### src/rtl/ztex_work_rx.sv
// Host byte receiver: synchronizes the EZ-USB strobe, assembles a double-buffered work frame.
// Optional WORK_CHECKSUM_EN: trailing XOR byte per frame, mismatching frames dropped, cksum_err pulse.
module ztex_work_rx #(
    parameter int WORK_BYTES = 80,
    parameter int CNT_W      = 7
) (
    input  logic                    clk,
    input  logic                    reset,
    input  logic                    select,
    input  logic                    rd_clk,
    input  logic [7:0]              read,
    output logic [8*WORK_BYTES-1:0] work_data,
    output logic                    work_valid,
    input  logic                    work_ready,
    output logic [CNT_W-1:0]        byte_count,
    output logic                    overrun
`ifdef WORK_CHECKSUM_EN
    ,
    output logic                    cksum_err
`endif
);

`ifdef WORK_CHECKSUM_EN
    localparam int LAST = WORK_BYTES;
`else
    localparam int LAST = WORK_BYTES - 1;
`endif

    typedef enum logic {FILL, HOLD} state_t;
    state_t state, state_nx;

    logic                    rd_s1, rd_s2, rd_d;
    logic                    sel_s1, sel_s2, sel_d;
    logic [1:0]              warm;
    logic                    armed;
    logic [8*WORK_BYTES-1:0] fill;
    logic                    load_pend;
    logic                    ev, sel_rise, hs, last_byte, cksum_ok;
    logic                    accept, done, drop, hold_load;

`ifdef WORK_CHECKSUM_EN
    logic [7:0] xsum;
    logic       bad;
    assign cksum_ok = (read == xsum);
`else
    assign cksum_ok = 1'b1;
`endif

    // armed only after the synchronized strobe has been seen low post-reset,
    // so a strobe already high at reset release never counts as an edge
    assign ev        = rd_s2 & ~rd_d & armed;
    assign sel_rise  = sel_s2 & ~sel_d;
    assign hs        = work_valid & work_ready;
    assign last_byte = (byte_count == CNT_W'(LAST));

    always_ff @(posedge clk) begin
        if (reset) begin
            state <= FILL;
        end else begin
            state <= state_nx;
        end
    end

    always_comb begin
        state_nx  = state;
        accept    = 1'b0;
        done      = 1'b0;
        drop      = 1'b0;
        hold_load = 1'b0;
        if (sel_rise) begin
            state_nx = FILL;
        end else begin
            case (state)
                FILL: begin
                    if (ev && sel_s2) begin
                        accept = 1'b1;
                        if (last_byte && cksum_ok) begin
                            done = 1'b1;
                            if (work_valid && !work_ready)
                                state_nx = HOLD;
                        end
                    end
                end
                HOLD: begin
                    if (hs) begin
                        hold_load = 1'b1;
                        state_nx  = FILL;
                    end
                    if (ev && sel_s2)
                        drop = 1'b1;
                end
                default: state_nx = FILL;
            endcase
        end
    end

`ifdef WORK_CHECKSUM_EN
    assign bad = accept & last_byte & ~cksum_ok;
`endif

    always_ff @(posedge clk) begin
        if (reset) begin
            rd_s1      <= 1'b0;
            rd_s2      <= 1'b0;
            rd_d       <= 1'b0;
            sel_s1     <= 1'b0;
            sel_s2     <= 1'b0;
            sel_d      <= 1'b0;
            warm       <= 2'b00;
            armed      <= 1'b0;
            fill       <= '0;
            work_data  <= '0;
            work_valid <= 1'b0;
            load_pend  <= 1'b0;
            byte_count <= '0;
            overrun    <= 1'b0;
        end else begin
            rd_s1  <= rd_clk;
            rd_s2  <= rd_s1;
            rd_d   <= rd_s2;
            sel_s1 <= select;
            sel_s2 <= sel_s1;
            sel_d  <= sel_s2;
            warm   <= {warm[0], 1'b1};
            armed  <= armed | (warm[1] & ~rd_s2);

            // completed frame is copied one edge after its last byte lands in fill
            load_pend <= done & (~work_valid | work_ready);
            if (load_pend || hold_load) begin
                work_data  <= fill;
                work_valid <= 1'b1;
            end else if (hs) begin
                work_valid <= 1'b0;
            end

            if (sel_rise) begin
                byte_count <= '0;
                overrun    <= 1'b0;
                fill       <= '0;
            end else begin
                if (accept) begin
                    byte_count <= last_byte ? '0 : byte_count + 1'b1;
                    for (int k = 0; k < WORK_BYTES; k++)
                        if (byte_count == CNT_W'(k))
                            fill[8*k +: 8] <= read;
                end
                if (drop)
                    overrun <= 1'b1;
            end
        end
    end

`ifdef WORK_CHECKSUM_EN
    always_ff @(posedge clk) begin
        if (reset) begin
            xsum      <= 8'h00;
            cksum_err <= 1'b0;
        end else begin
            cksum_err <= bad;
            if (accept)
                xsum <= (byte_count == '0) ? read : (xsum ^ read);
        end
    end
`endif

endmodule

### config.mk
export PLATFORM = sky130hd
export DESIGN_NAME = ztex_work_rx
export DESIGN_NICKNAME = d
export VERILOG_FILES = /design/src/rtl/ztex_work_rx.sv
export SDC_FILE = /design/constraint.sdc
export NUM_CORES = 2
export LEC_CHECK = 0
export BUFFER_PORTS_ARGS = -buffer_cell sky130_fd_sc_hd__buf_2
export CAP_MARGIN = 20
export CORE_AREA = 2 2 407 248
export DETAILED_ROUTE_END_ITERATION = 10
export DIE_AREA = 0 0 409 250
export PLACE_DENSITY = 0.65
export SKIP_CTS_REPAIR_TIMING = 1
export SYNTH_ARGS = -nofsm -noshare
export SYNTH_HDL_FRONTEND = slang
export SYNTH_SLANG_ARGS = --single-unit
### constraint.sdc
create_clock -name clk -period 2 [get_ports clk]
set_input_delay 0.4 -clock clk [delete_from_list [all_inputs] [get_ports clk]]
set_output_delay 0.4 -clock clk [all_outputs]
set_load 0.03 [all_outputs]
==> summary.md <==
| Metric | Value |
|---|---|
| Min Hold Slack | approximately 0.0091 ns |
| Setup violators final | 0 |
| Effective utilization at floorplan | 0.444 |
| H-tree levels | 3 |
| CTS Buf Count | between 100 and 150 |
| Fmax | 524 MHz |
| # nets final | ~5700 |
| Post-Syn Area | 0.0439 mm^2 |
| CP Capture Type | output pin |
| Top post-synthesis cells by count | 1300 x dfxtp_1, 1294 x nand2_1, 645 x a21oi_1 |
| Share of the synthesized area in the top cell type | 0.592 |
| Final hold vios | 0 |
| Die Ht | 250 um |
| Place WS | -0.0325 ns |
| Post-synthesis adder-cell area fraction | 0.00114 |
| RePlAce Congestion | ~0.82 |
| Post-synth top area cell | dfxtp_1 |
| First-pass GRT wire length | around 210 mm |
| YS warnings | 0 |
| Core area | a little under 0.1 mm^2 |
| Slew Viols, Final | 0 |
| Post-synth EDFFs | 0 |
| CP max FO | 17 |
| Crit path DAT | about 1.5 ns |
| Vias in the first global route | 34900 |
| Boundary pin count | about 660 |
| Syn_nets | between 5000 and 6000 |
| Yosys reg bits | 1300 |
| Slew headroom | 0.507 |
| Final min period | about 1.9 ns |
| Final cell count without fillers | 7102 |
| Period Utilization, post-route | 0.954 |
| PortBufs | roughly 660 |
| CTS tree | built |
| Synth Area in Compound Gates | 0.146 |
| WL/cell | ~19 um |
| Synth Area in Simple Gates | 0.210 |
| Status | finished clean |
| CP required | about 1.6 ns |
| Clock root buffer master | clkbuf_16 |
| Drt drc | 0 |
| Mux share of post-synthesis cell area | 0.00205 |
| Post-synth cell types | 40 |
| Ys flop type | dfxtp_1 |
| Synth area leaders | dfxtp_1 59%, nand2_1 11%, a21oi_1 7.3% |
| Total power | approximately 51000 uW |
| Std cell rows | 90 |
| Avg Cell Area, Syn | approximately 8.6 um^2 |
| Cells after synthesis | slightly above 5000 |
| Pleak | slightly above 0.02 uW |
| Ys async rst share | 0 |
| Startpoint types | register |
| XOR/XNOR Fraction of Synth Area | 0.000797 |
| Largest family of logic cells by synthesized area | simple AND/OR/NAND/NOR gates |
| Largest net degree at the start of global routing | roughly 140 |
| Maximum VDD drop | approximately 650 uV |
| Power Density | between 900 and 1000 mW/mm^2 |
| GRT overflow | 0 |
| Max cap viols | 0 |
| RSZ-0062 raised after global routing | false |
| Most frequent cell after synthesis | dfxtp_1 |
| Die Area | 0.102 mm^2 |
| Tot GR Track Use | 0.258 |
| CTS sink cnt | 1300 |
| Sequential cell area fraction in the yosys report | 0.592 |
| Final WS setup | approximately 0.092 ns |
| Routed WL | between 100 and 150 mm |
| Vias/cell | around 5.3 |
| Dpl cells | slightly below 7000 |
| Layout cells sized above 1 | 0.194 |
| CTS max path bufs | 3 |
| Worst Tran Pin Value | about 0.74 ns |
| Critical path class | reg2out |
| P&R area growth vs syn | 22.3% |
| Clk_skew | between 0.03 and 0.04 ns |
| Die width | 409 um |
| FILL cells | a little over 9000 |
| Later-pin clock latency in the skew report | 0.72 ns |
| Clock transition at path regs | 0.07 ns |
| HP Class | in2reg |
| Final HPWL DP | about 89 mm |
| Vias | 37700 |
| Routed Antenna Nets | 0 |
| Initial antenna violation count | 3 |
| First-pass DRT Iterations | 7 |
| DR iter-0 viols | between 3000 and 4000 |
-- cell families after synthesis --
family,after synthesis
AOI/OAI and AO/OA,1282
buffers and inverters,468
xor gates and xnor gates,4
muxes,9
DFF,1300
adders and majority gates,4
and+or+nand+nor,2067
-- cell type report --
cell class | count | area, um^2 | share of cell area
antenna | 2 | 5.00 | 0.0000931
clock buffer | 153 | 3180 | 0.0592
clock inverter | 57 | 877 | 0.0163
inverter | 5 | 18.8 | 0.000349
multi-input combinational | 3367 | 16000 | 0.297
sequential | 1300 | 26000 | 0.485
tap | 1334 | 1670 | 0.0311
timing repair buffer | 884 | 5970 | 0.111
-- metal layers --
layer  wire length (um)  vias up  part of all wire  track usage
met5                  0        -                 0            0
met4               4140        0             0.030       0.0843
met3               6410      213             0.047       0.0346
met2              65400      944              0.47        0.423
met1              61800    18100              0.45        0.350
li1                   -    18400                 -            -
-- placed cells by master (no fill, tap or decap), types with 3 or more instances in the layout --
cell / synthesis / final
dfxtp_1: 1300 / 1295
nand2_1: 1294 / 1286
buf_2: 172 / 659
a21oi_1: 645 / 645
nand3_1: 634 / 634
o21ai_0: 614 / 614
buf_4: 15 / 141
clkbuf_16: 0 / 114
buf_12: 1 / 77
nand4_1: 67 / 67
clkbuf_1: 215 / 21
clkinv_2: 0 / 19
o21ai_1: 18 / 18
clkbuf_8: 0 / 18
bufinv_16: 0 / 18
nand4_4: 16 / 16
nor2_1: 15 / 15
mux2i_1: 9 / 9
nand2_4: 0 / 8
nor3b_4: 4 / 7
and3b_2: 3 / 7
nor2b_1: 8 / 7
clkinvlp_4: 0 / 6
inv_1: 5 / 5
clkinv_4: 0 / 5
dlygate4sd3_1: 0 / 5
and3_1: 5 / 4
ha_1: 4 / 4
dfxtp_2: 0 / 4
nand2b_1: 3 / 3
clkinv_8: 0 / 3
inv_8: 0 / 3
-- sequential cells by signal, indices dropped and copies added (netlist names), 2 cells and up --
| signal | flops |
|---|---|
| byte_count | 7 |
| work_data | 640 |
| warm | 2 |
| fill | 640 |
-- per-stage QoR --
| stage | cell area [um^2] | setup TNS, ns | util |
|---|---|---|---|
| detailed placement | 49500 | -0.293 | 0.500 |
| CTS | 53600 | -1.46 | 0.541 |
| finish | 53700 | 0 | 0.543 |
| floorplan | 44000 | 0 | - |
| global route | 53700 | 0 | 0.543 |
| global placement | 49500 | -0.285 | 0.500 |
-- where the power goes --
part | switching, uW | internal (uW) | leakage (uW)
sequential | 3.34 | 25900 | 0.0105
combinational | 948 | 250 | 0.00808
clock | 10100 | 13600 | 0.00198
-- worst max-delay path, stage by stage (launching register included) --
cell and delay (ns):
dfxtp_4 0.46, buf_4 0.16, buf_4 0.18
-- path summary, 6_finish.rpt --
check                start             to  slack (ns)  cells past startpoint
max          byte_count[3]  byte_count[3]        0.09                      2
min                read[7]      fill[639]       0.009                      3
max reg2reg  byte_count[1]      fill[409]        0.13                      8
min reg2reg          rd_s1          rd_s2        0.43                      1
No activity file was read; power rests on OpenSTA's default activity.
